<file path="src/rtl/fpumul_pkg.sv">
// Shared types, flag positions and format helpers for the fpumul_pipe multiplier.
package fpumul_pkg;

   typedef enum logic [2:0] {
      RM_TRUNC    = 3'd0,
      RM_ROUND    = 3'd1,
      RM_EVEN     = 3'd2,
      RM_PLUS     = 3'd3,
      RM_MINUS    = 3'd4,
      RM_UP       = 3'd5,
      RM_DOWN     = 3'd6,
      RM_EVEN_ALT = 3'd7
   } rmode_e;

   localparam int FLAG_SPECIAL   = 0;
   localparam int FLAG_INVALID   = 1;
   localparam int FLAG_OVERFLOW  = 2;
   localparam int FLAG_UNDERFLOW = 3;
   localparam int FLAG_INEXACT   = 4;
   localparam int NFLAGS         = 5;

   function automatic int bias(input int expw);
      return (1 << (expw - 1)) - 1;
   endfunction

   // Exponent code for infinity; all-ones is reserved for NaN.
   function automatic int inf_code(input int expw);
      return (1 << expw) - 2;
   endfunction

   // Quiet NaN mantissa: MSB and LSB set.
   function automatic logic [63:0] nan_man(input int manw);
      return (64'd1 << (manw - 1)) | 64'd1;
   endfunction

endpackage

</file>
<file path="src/rtl/fpumul_round.sv">
// Round-and-carry step: applies the rounding mode to a normalised mantissa.
module fpumul_round
   import fpumul_pkg::*;
#(
   parameter int MANW = 23
) (
   input  logic [MANW-1:0] man,
   input  logic            guard,
   input  logic            sticky,
   input  rmode_e          rmode,
   input  logic            sign,
   output logic [MANW-1:0] man_rnd,
   output logic            carry,
   output logic            inexact
);

   logic inc;

   always_comb begin
      inc = 1'b0;
      case (rmode)
         RM_TRUNC:             inc = 1'b0;
         RM_ROUND:             inc = guard;
         RM_EVEN, RM_EVEN_ALT: inc = guard & (sticky | man[0]);
         // directed modes only move the magnitude when heading away from zero
         RM_PLUS, RM_UP:       inc = ~sign & (guard | sticky);
         RM_MINUS, RM_DOWN:    inc = sign & (guard | sticky);
         default:              inc = 1'b0;
      endcase
   end

   assign {carry, man_rnd} = {1'b0, man} + (MANW + 1)'(inc);
   assign inexact          = guard | sticky;

endmodule

</file>
<file path="src/rtl/fpumul_pipe.sv">
// Three-stage floating-point multiplier with valid/ready flow control, flush and tag pass-through.
module fpumul_pipe
   import fpumul_pkg::*;
#(
   parameter int EXPW         = 9,
   parameter int MANW         = 23,
   parameter int TAGW         = 6,
   parameter bit CLIP_DEFAULT = 1'b0,
   localparam int W           = EXPW + MANW + 1
) (
   input  logic            clk,
   input  logic            rst,
   input  logic            in_valid,
   output logic            in_ready,
   input  logic [W-1:0]    A,
   input  logic [W-1:0]    B,
   input  logic            copyA,
   input  logic [2:0]      rmode,
   input  logic            clip_ovr,
   input  logic [TAGW-1:0] tag_in,
   input  logic            flush,
   output logic            out_valid,
   input  logic            out_ready,
   output logic [W-1:0]    res,
   output logic [4:0]      flags,
   output logic [TAGW-1:0] tag_out
);

   // Exponent arithmetic carries two extra bits so finite*finite cannot wrap.
   localparam int EW = EXPW + 2;
   localparam int SW = MANW + 1;
   localparam int LO = SW / 2;
   localparam int HI = SW - LO;
   localparam int PW = 2 * SW;

   localparam logic [EXPW-1:0]      E_INF        = EXPW'(inf_code(EXPW));
   localparam logic [EXPW-1:0]      E_MAX        = EXPW'(inf_code(EXPW) - 1);
   localparam logic [EXPW-1:0]      E_NAN        = '1;
   localparam logic signed [EW-1:0] BIAS_S       = EW'(bias(EXPW));
   localparam logic signed [EW-1:0] INF_S        = EW'(inf_code(EXPW));
   localparam logic [63:0]          NAN_MAN_FULL = nan_man(MANW);
   localparam logic [MANW-1:0]      NAN_MAN      = NAN_MAN_FULL[MANW-1:0];

   function automatic logic [EXPW-1:0] exp_of(input logic [W-1:0] x);
      return {x[W-1], x[W-3:MANW]};
   endfunction

   function automatic logic [W-1:0] pack(input logic [EXPW-1:0] e, input logic s,
                                         input logic [MANW-1:0] m);
      return {e[EXPW-1], s, e[EXPW-2:0], m};
   endfunction

   logic stall, accept;
   logic s1_valid, s2_valid, s3_valid;

   assign stall    = s3_valid & ~out_ready;
   assign in_ready = ~stall;
   assign accept   = in_valid & in_ready & ~flush;

   always_ff @(negedge clk or posedge rst) begin
      if (rst) begin
         s1_valid <= 1'b0;
         s2_valid <= 1'b0;
         s3_valid <= 1'b0;
      end else if (flush) begin
         s1_valid <= 1'b0;
         s2_valid <= 1'b0;
         s3_valid <= 1'b0;
      end else if (!stall) begin
         s1_valid <= accept;
         s2_valid <= s1_valid;
         s3_valid <= s2_valid;
      end
   end

   // S1: classify, exponent sum, partial products
   logic [EXPW-1:0]      ea, eb;
   logic [SW-1:0]        ma, mb;
   logic                 sign_ab;
   logic                 a_zero, b_zero, a_inf, b_inf, a_nan, b_nan;
   logic                 special_d;
   logic [W-1:0]         sres_d;
   logic [4:0]           sflags_d;
   logic signed [EW-1:0] exp_sum_d;
   logic [SW+LO-1:0]     pp_lo_d;
   logic [SW+HI-1:0]     pp_hi_d;

   assign ea      = exp_of(A);
   assign eb      = exp_of(B);
   assign ma      = {1'b1, A[MANW-1:0]};
   assign mb      = {1'b1, B[MANW-1:0]};
   assign sign_ab = A[W-2] ^ B[W-2];
   assign a_zero  = (ea == '0);
   assign b_zero  = (eb == '0);
   assign a_inf   = (ea == E_INF);
   assign b_inf   = (eb == E_INF);
   assign a_nan   = (ea == E_NAN);
   assign b_nan   = (eb == E_NAN);

   always_comb begin
      special_d              = 1'b1;
      sres_d                 = '0;
      sflags_d               = '0;
      sflags_d[FLAG_SPECIAL] = 1'b1;
      if (copyA) begin
         sres_d = A;
      end else if (a_nan | b_nan | (a_zero & b_inf) | (a_inf & b_zero)) begin
         sres_d                 = pack(E_NAN, 1'b0, NAN_MAN);
         sflags_d[FLAG_INVALID] = 1'b1;
      end else if (a_zero | b_zero) begin
         sres_d = pack('0, sign_ab, '0);
      end else if (a_inf | b_inf) begin
         sres_d = pack(E_INF, sign_ab, '0);
      end else begin
         special_d = 1'b0;
         sflags_d  = '0;
      end
   end

   assign exp_sum_d = $signed(EW'(ea)) + $signed(EW'(eb)) - BIAS_S;
   assign pp_lo_d   = (SW + LO)'(ma) * (SW + LO)'(mb[LO-1:0]);
   assign pp_hi_d   = (SW + HI)'(ma) * (SW + HI)'(mb[SW-1:LO]);

   logic                 s1_sign, s1_clip, s1_special;
   logic signed [EW-1:0] s1_exp;
   logic [SW+LO-1:0]     s1_pp_lo;
   logic [SW+HI-1:0]     s1_pp_hi;
   rmode_e               s1_rmode;
   logic [TAGW-1:0]      s1_tag;
   logic [W-1:0]         s1_sres;
   logic [4:0]           s1_sflags;

   always_ff @(negedge clk) begin
      if (!stall) begin
         s1_sign    <= sign_ab;
         s1_clip    <= clip_ovr | CLIP_DEFAULT;
         s1_special <= special_d;
         s1_exp     <= exp_sum_d;
         s1_pp_lo   <= pp_lo_d;
         s1_pp_hi   <= pp_hi_d;
         s1_rmode   <= rmode_e'(rmode);
         s1_tag     <= tag_in;
         s1_sres    <= sres_d;
         s1_sflags  <= sflags_d;
      end
   end

   // S2: combine partial products and normalise to [1,2)
   logic [PW-1:0] prod;
   logic [PW-2:0] prod_n;
   logic          norm;

   assign prod   = (PW'(s1_pp_hi) << LO) + PW'(s1_pp_lo);
   assign norm   = prod[PW-1];
   assign prod_n = norm ? prod[PW-2:0] : {prod[PW-3:0], 1'b0};

   logic                 s2_sign, s2_clip, s2_special, s2_guard, s2_sticky;
   logic signed [EW-1:0] s2_exp;
   logic [MANW-1:0]      s2_man;
   rmode_e               s2_rmode;
   logic [TAGW-1:0]      s2_tag;
   logic [W-1:0]         s2_sres;
   logic [4:0]           s2_sflags;

   always_ff @(negedge clk) begin
      if (!stall) begin
         s2_sign    <= s1_sign;
         s2_clip    <= s1_clip;
         s2_special <= s1_special;
         s2_exp     <= s1_exp + EW'(norm);
         s2_man     <= prod_n[PW-2 -: MANW];
         s2_guard   <= prod_n[PW-2-MANW];
         s2_sticky  <= |prod_n[PW-3-MANW:0];
         s2_rmode   <= s1_rmode;
         s2_tag     <= s1_tag;
         s2_sres    <= s1_sres;
         s2_sflags  <= s1_sflags;
      end
   end

   // S3: round, range check, pack
   logic [MANW-1:0]      man_rnd;
   logic                 rnd_carry, rnd_inexact;
   logic signed [EW-1:0] exp_r;
   logic                 ovf, unf;
   logic [W-1:0]         res_d;
   logic [4:0]           flags_d;

   fpumul_round #(.MANW(MANW)) u_round (
      .man     (s2_man),
      .guard   (s2_guard),
      .sticky  (s2_sticky),
      .rmode   (s2_rmode),
      .sign    (s2_sign),
      .man_rnd (man_rnd),
      .carry   (rnd_carry),
      .inexact (rnd_inexact)
   );

   assign exp_r = s2_exp + EW'(rnd_carry);
   assign ovf   = (exp_r >= INF_S);
   assign unf   = exp_r[EW-1] | (exp_r == '0);

   always_comb begin
      res_d   = pack(exp_r[EXPW-1:0], s2_sign, man_rnd);
      flags_d = '0;
      flags_d[FLAG_INEXACT] = rnd_inexact;
      if (s2_special) begin
         res_d   = s2_sres;
         flags_d = s2_sflags;
      end else if (unf) begin
         res_d                   = pack('0, s2_sign, '0);
         flags_d                 = '0;
         flags_d[FLAG_UNDERFLOW] = 1'b1;
         flags_d[FLAG_INEXACT]   = (|s2_man) | s2_guard | s2_sticky;
      end else if (ovf) begin
         res_d                  = s2_clip ? pack(E_MAX, s2_sign, '1) : pack(E_INF, s2_sign, '0);
         flags_d                = '0;
         flags_d[FLAG_OVERFLOW] = 1'b1;
         flags_d[FLAG_INEXACT]  = 1'b1;
      end
   end

   logic [W-1:0]    s3_res;
   logic [4:0]      s3_flags;
   logic [TAGW-1:0] s3_tag;

   always_ff @(negedge clk) begin
      if (!stall) begin
         s3_res   <= res_d;
         s3_flags <= flags_d;
         s3_tag   <= s2_tag;
      end
   end

   assign out_valid = s3_valid;
   assign res       = s3_valid ? s3_res : '0;
   assign flags     = s3_valid ? s3_flags : '0;
   assign tag_out   = s3_valid ? s3_tag : '0;

endmodule

</file>
<file path="config.mk">
export PLATFORM = sky130hd
export DESIGN_NAME = fpumul_pipe
export DESIGN_NICKNAME = d
export VERILOG_FILES = /design/src/rtl/fpumul_pkg.sv /design/src/rtl/fpumul_round.sv /design/src/rtl/fpumul_pipe.sv
export SDC_FILE = /design/constraint.sdc
export NUM_CORES = 2
export LEC_CHECK = 0
export BUFFER_PORTS_ARGS = -buffer_cell sky130_fd_sc_hd__buf_4
export CAP_MARGIN = 20
export CORE_MARGIN = 1.5
export CORE_UTILIZATION = 45
export CTS_CLUSTER_DIAMETER = 150
export DETAILED_ROUTE_END_ITERATION = 12
export GPL_ROUTABILITY_DRIVEN = 0
export PLACE_DENSITY = 0.68
export SYNTH_ARGS = -nofsm -noshare
export SYNTH_HDL_FRONTEND = slang
export SYNTH_SLANG_ARGS = --single-unit
</file>
<file path="constraint.sdc">
create_clock -name clk -period 9.1 [get_ports clk]
set_input_delay 0 -clock clk [delete_from_list [all_inputs] [get_ports clk]]
set_output_delay 0 -clock clk [all_outputs]
set_load 0.02 [all_outputs]
</file>
==> qor.tcl <==
set qor(netlist_top_cells_count) {sky130_fd_sc_hd__inv_1, sky130_fd_sc_hd__nand2_1, sky130_fd_sc_hd__fa_1, sky130_fd_sc_hd__edfxtp_1, sky130_fd_sc_hd__ha_1}
set qor(cp.required_ns) 4.89
set qor(timing.critical_path.to_type) {flop}
set qor(tightestPinTransition_ns) 0.945
set qor(routedWlPerCell_um) 16.2
set qor(synth_xor_xnor_area_share) 0.0365
set qor(netlist_instances) 3051
set qor(vdd.ir_drop.worst_mv) 0.299
set qor(fp.dieW_um) 260
set qor(worst_hold_path.num_cells) 0
set qor(ys_seq_elements) 258
set qor(synthDistinctLibCells) 75
set qor(grt_start_max_net_pins) 76
set qor(totalNegativeSetupSlack_ns) -1.16
set qor(detail_route.first_pass.iterations) 6
set qor(synthTopCellsByArea) {sky130_fd_sc_hd__fa_1, sky130_fd_sc_hd__edfxtp_1, sky130_fd_sc_hd__ha_1}
set qor(total_clock_buffers_created_by_cts) 30
set qor(pin_count) 128
set qor(crit_path_max_fanout) 7
set qor(ys_seq_area_frac) 0.260
set qor(placeableCoreArea_mm2) 0.0656
set qor(dominant_combinational_cell_family_by_area_after_synthesis) {adder cells}
set qor(cp_data_arrival_time_ns) 5.12
set qor(syn_avg_cell_area_um2) 9.76
set qor(grt_antenna_before_repair) 2
set qor(pwr_density_cell_mw_per_mm2) 425
set qor(r2r_worst_path_depth) 22
set qor(drtAntennaViolNets) 0
set qor(syn_area_mm2) 0.0298
set qor(grt_use_total) 0.222
set qor(synth.top_cell.area_share) 0.297
set qor(timing_hold_violations_final) 0
set qor(drive_above_1_share) 0.190
set qor(routed_wirelength_um) 74500
set qor(maxcap_violations) 0
set qor(cp-start-kind) {input port}
set qor(r2r_setup_slack_ns) 2.86
set qor(vias_in_the_first_global_route) 24030
set qor(post_cts_hold_buffer_count) 0
set qor(vertical_extent_of_the_die_um) 260
set qor(cts.path.max_buffers) 3
set qor(areaGrowthSynthToFinish_pct) 25.1
set qor(placementRows) 94
set qor(status) {finished, violations left}
set qor(cts_max_level) 1
set qor(fin_worst_skew_ns) 0.0594
set qor(violations) {setup timing}
set qor(hold_ws_ns) 0.406
set qor(synth_fa_ha_area_frac) 0.379
set qor(place_hpwl_um) 60200
set qor(drt_iter0_markers) 1233
set qor(worst_case_headroom_to_the_max_slew_limit) 0.368
set qor(clock_latency_ns) 0.62
set qor(grt_first_pass_wirelength_um) 118000
set qor(post-synth-top-count-cell) {sky130_fd_sc_hd__inv_1}
set qor(synth.yosys.warnings) 0
set qor(synth.largest_area_cell) {sky130_fd_sc_hd__fa_1}
set qor(drc_violation_count_after_routing) 0
set qor(timing.setup.critical_path_class) {input port to flop}
set qor(overflow) 0
set qor(route.detailed.vias_per_inst) 5.00
set qor(floorplan.die_area_mm2) 0.0677
set qor(worstHoldStart) {s1_special}
set qor(clock_transition_at_the_registers_of_the_reported_paths_ns) 0.04
set qor(rsz0062_at_grt) {yes}
set qor(power.static_leakage_nw) 19.1
set qor(cts_tree) {yes}
set qor(timing.critical_path.from) {B[6]}
set qor(synthSimpleGateAreaFrac) 0.150
set qor(complex_gate_fraction_of_the_synthesized_area) 0.0790
set qor(drv_slew) 0
set qor(place.port_buffers) 127
set qor(mux_cell_area_share_after_synthesis) 0.00458
set qor(setup_violations) 10
set qor(most_common_flop_cell_mapped_by_yosys) {sky130_fd_sc_hd__edfxtp_1}
set qor(asyncSetResetFlopFracSynth) 0.0116
set qor(slack_of_the_critical_path_ns) -0.225
set qor(critical_path.reg2reg.startpoint) {s2_rmode[1]}
set qor(clock-sinks) 258
set qor(synthesis.nets) 3769
set qor(via_count) 22935
set qor(hp-class) {flop to flop}
set qor(ctsRootBufferMaster) {sky130_fd_sc_hd__clkbuf_16}
set qor(num-nets-final) 4421
set qor(synth-edff-count) 255
set qor(initial_core_util) 0.454
## path summary, 6_finish.rpt
kind                                 to
max                        s1_pp_lo[32]
min                        s2_sflags[0]
max reg2reg                   s3_res[1]
min reg2reg                s2_sflags[0]
max in group asynchronous      s2_valid
min in group asynchronous     out_valid
## power breakdown
part           total [mW]  internal (mW)  switching (mW)  leakage [nW]
Sequential           2.34           2.12           0.217          2.81
Clock                1.60          0.833           0.769          1.85
Combinational        11.9           5.92            5.97          14.4
## repair_timing
action / CTS / global route
hold endpoints to repair: 0 / 0
resized for setup: 108 / 104
gates cloned: 3 / 0
setup endpoints to repair: 22 / 26
pin swaps: 59 / 44
setup buffers: 15 / 14
## routing by layer
| metal | global-route usage | vias up | wire, um |
|---|---|---|---|
| met1 | 0.282 | 11167 | 32000 |
| met5 | 0 | - | 37 |
| met2 | 0.372 | 636 | 35600 |
| li1 | - | 10966 | - |
| met3 | 0.0477 | 160 | 4720 |
| met4 | 0.0822 | 6 | 2100 |
## flip-flops by register name, indices dropped and copies added, names as in the netlist, 2 cells and up
signal	flops
s2_rmode	3
s1_exp	11
s3_tag	6
s3_res	33
s2_sres	33
s2_tag	6
s1_pp_lo	36
s1_rmode	3
s3_flags	5
s2_sflags	2
s1_sres	33
s1_tag	6
s2_man	23
s1_pp_hi	36
s2_exp	11
## metrics by stage
step	worst slack [ns]	util	area (um2)	cells	total power, mW
after floorplan	-0.634	-	30300	3051	9.44
after global placement	-0.881	0.522	34300	4255	13.3
after detailed placement	-0.938	0.522	34300	4255	13.5
after CTS	-0.250	0.560	36800	4577	15.5
after global routing	-0.410	0.568	37300	4586	17.3
final	-0.225	0.568	37300	4588	15.8
## critical path, cell delays in order
cell and delay (ns):
sky130_fd_sc_hd__buf_12 0.11, sky130_fd_sc_hd__and2_4 0.14, sky130_fd_sc_hd__fa_1 0.56, sky130_fd_sc_hd__inv_2 0.04, sky130_fd_sc_hd__fa_1 0.54, sky130_fd_sc_hd__inv_2 0.04
sky130_fd_sc_hd__fa_1 0.45, sky130_fd_sc_hd__fa_1 0.49, sky130_fd_sc_hd__inv_1 0.05, sky130_fd_sc_hd__fa_1 0.49, sky130_fd_sc_hd__inv_2 0.05, sky130_fd_sc_hd__ha_4 0.22
sky130_fd_sc_hd__a21oi_2 0.11, sky130_fd_sc_hd__nor2_1 0.05, sky130_fd_sc_hd__o21a_1 0.18, sky130_fd_sc_hd__or4b_4 0.53, sky130_fd_sc_hd__o211ai_1 0.17, sky130_fd_sc_hd__buf_4 0.16
sky130_fd_sc_hd__a21oi_4 0.06, sky130_fd_sc_hd__o311a_4 0.34, sky130_fd_sc_hd__a311o_1 0.35
## placed cells by master, fill, tap and decap left out, types with 18 or more instances in the layout
| cell | netlist | routed |
|---|---|---|
| sky130_fd_sc_hd__edfxtp_1 | 255 | 255 |
| sky130_fd_sc_hd__buf_12 | 0 | 22 |
| sky130_fd_sc_hd__nand3_1 | 42 | 41 |
| sky130_fd_sc_hd__o21ai_0 | 47 | 35 |
| sky130_fd_sc_hd__nor2_1 | 105 | 93 |
| sky130_fd_sc_hd__ha_1 | 194 | 180 |
| sky130_fd_sc_hd__a21oi_1 | 97 | 81 |
| sky130_fd_sc_hd__fa_1 | 442 | 434 |
| sky130_fd_sc_hd__buf_4 | 2 | 419 |
| sky130_fd_sc_hd__a22o_1 | 24 | 24 |
| sky130_fd_sc_hd__nand2_1 | 481 | 469 |
| sky130_fd_sc_hd__inv_1 | 587 | 821 |
| sky130_fd_sc_hd__inv_2 | 0 | 20 |
| sky130_fd_sc_hd__nand4_1 | 19 | 19 |
| sky130_fd_sc_hd__and3_1 | 19 | 18 |
| sky130_fd_sc_hd__clkbuf_16 | 0 | 31 |
| sky130_fd_sc_hd__xnor2_1 | 75 | 72 |
| sky130_fd_sc_hd__nor3_1 | 27 | 25 |
| sky130_fd_sc_hd__a21o_1 | 66 | 66 |
| sky130_fd_sc_hd__buf_6 | 1 | 37 |
| sky130_fd_sc_hd__xor2_1 | 46 | 42 |
| sky130_fd_sc_hd__and2_1 | 184 | 180 |
## cell families (layout without fill, tap and decap cells)
family                   Yosys count  in the layout
AO/OA/AOI/OAI                    348            348
multiplexers                      13             13
AND/OR/NAND/NOR                  954            954
adder cells (fa/ha/maj)          636            636
XOR/XNOR                         122            122
flip-flops                       258            258
buffers and inverters            720           1391
other                              0              2
## layout make-up
type	count	area, um2
antenna	2	5.00
clock buffer	32	790
clock inverter	274	1120
fill	5662	28400
inverter	588	2230
multi-input combinational	2073	20000
sequential	258	7730
tap	864	1080
timing repair buffer	496	4280
timing repair inverter	1	7.51
Note: power is estimated with default switching activity, not from simulation.
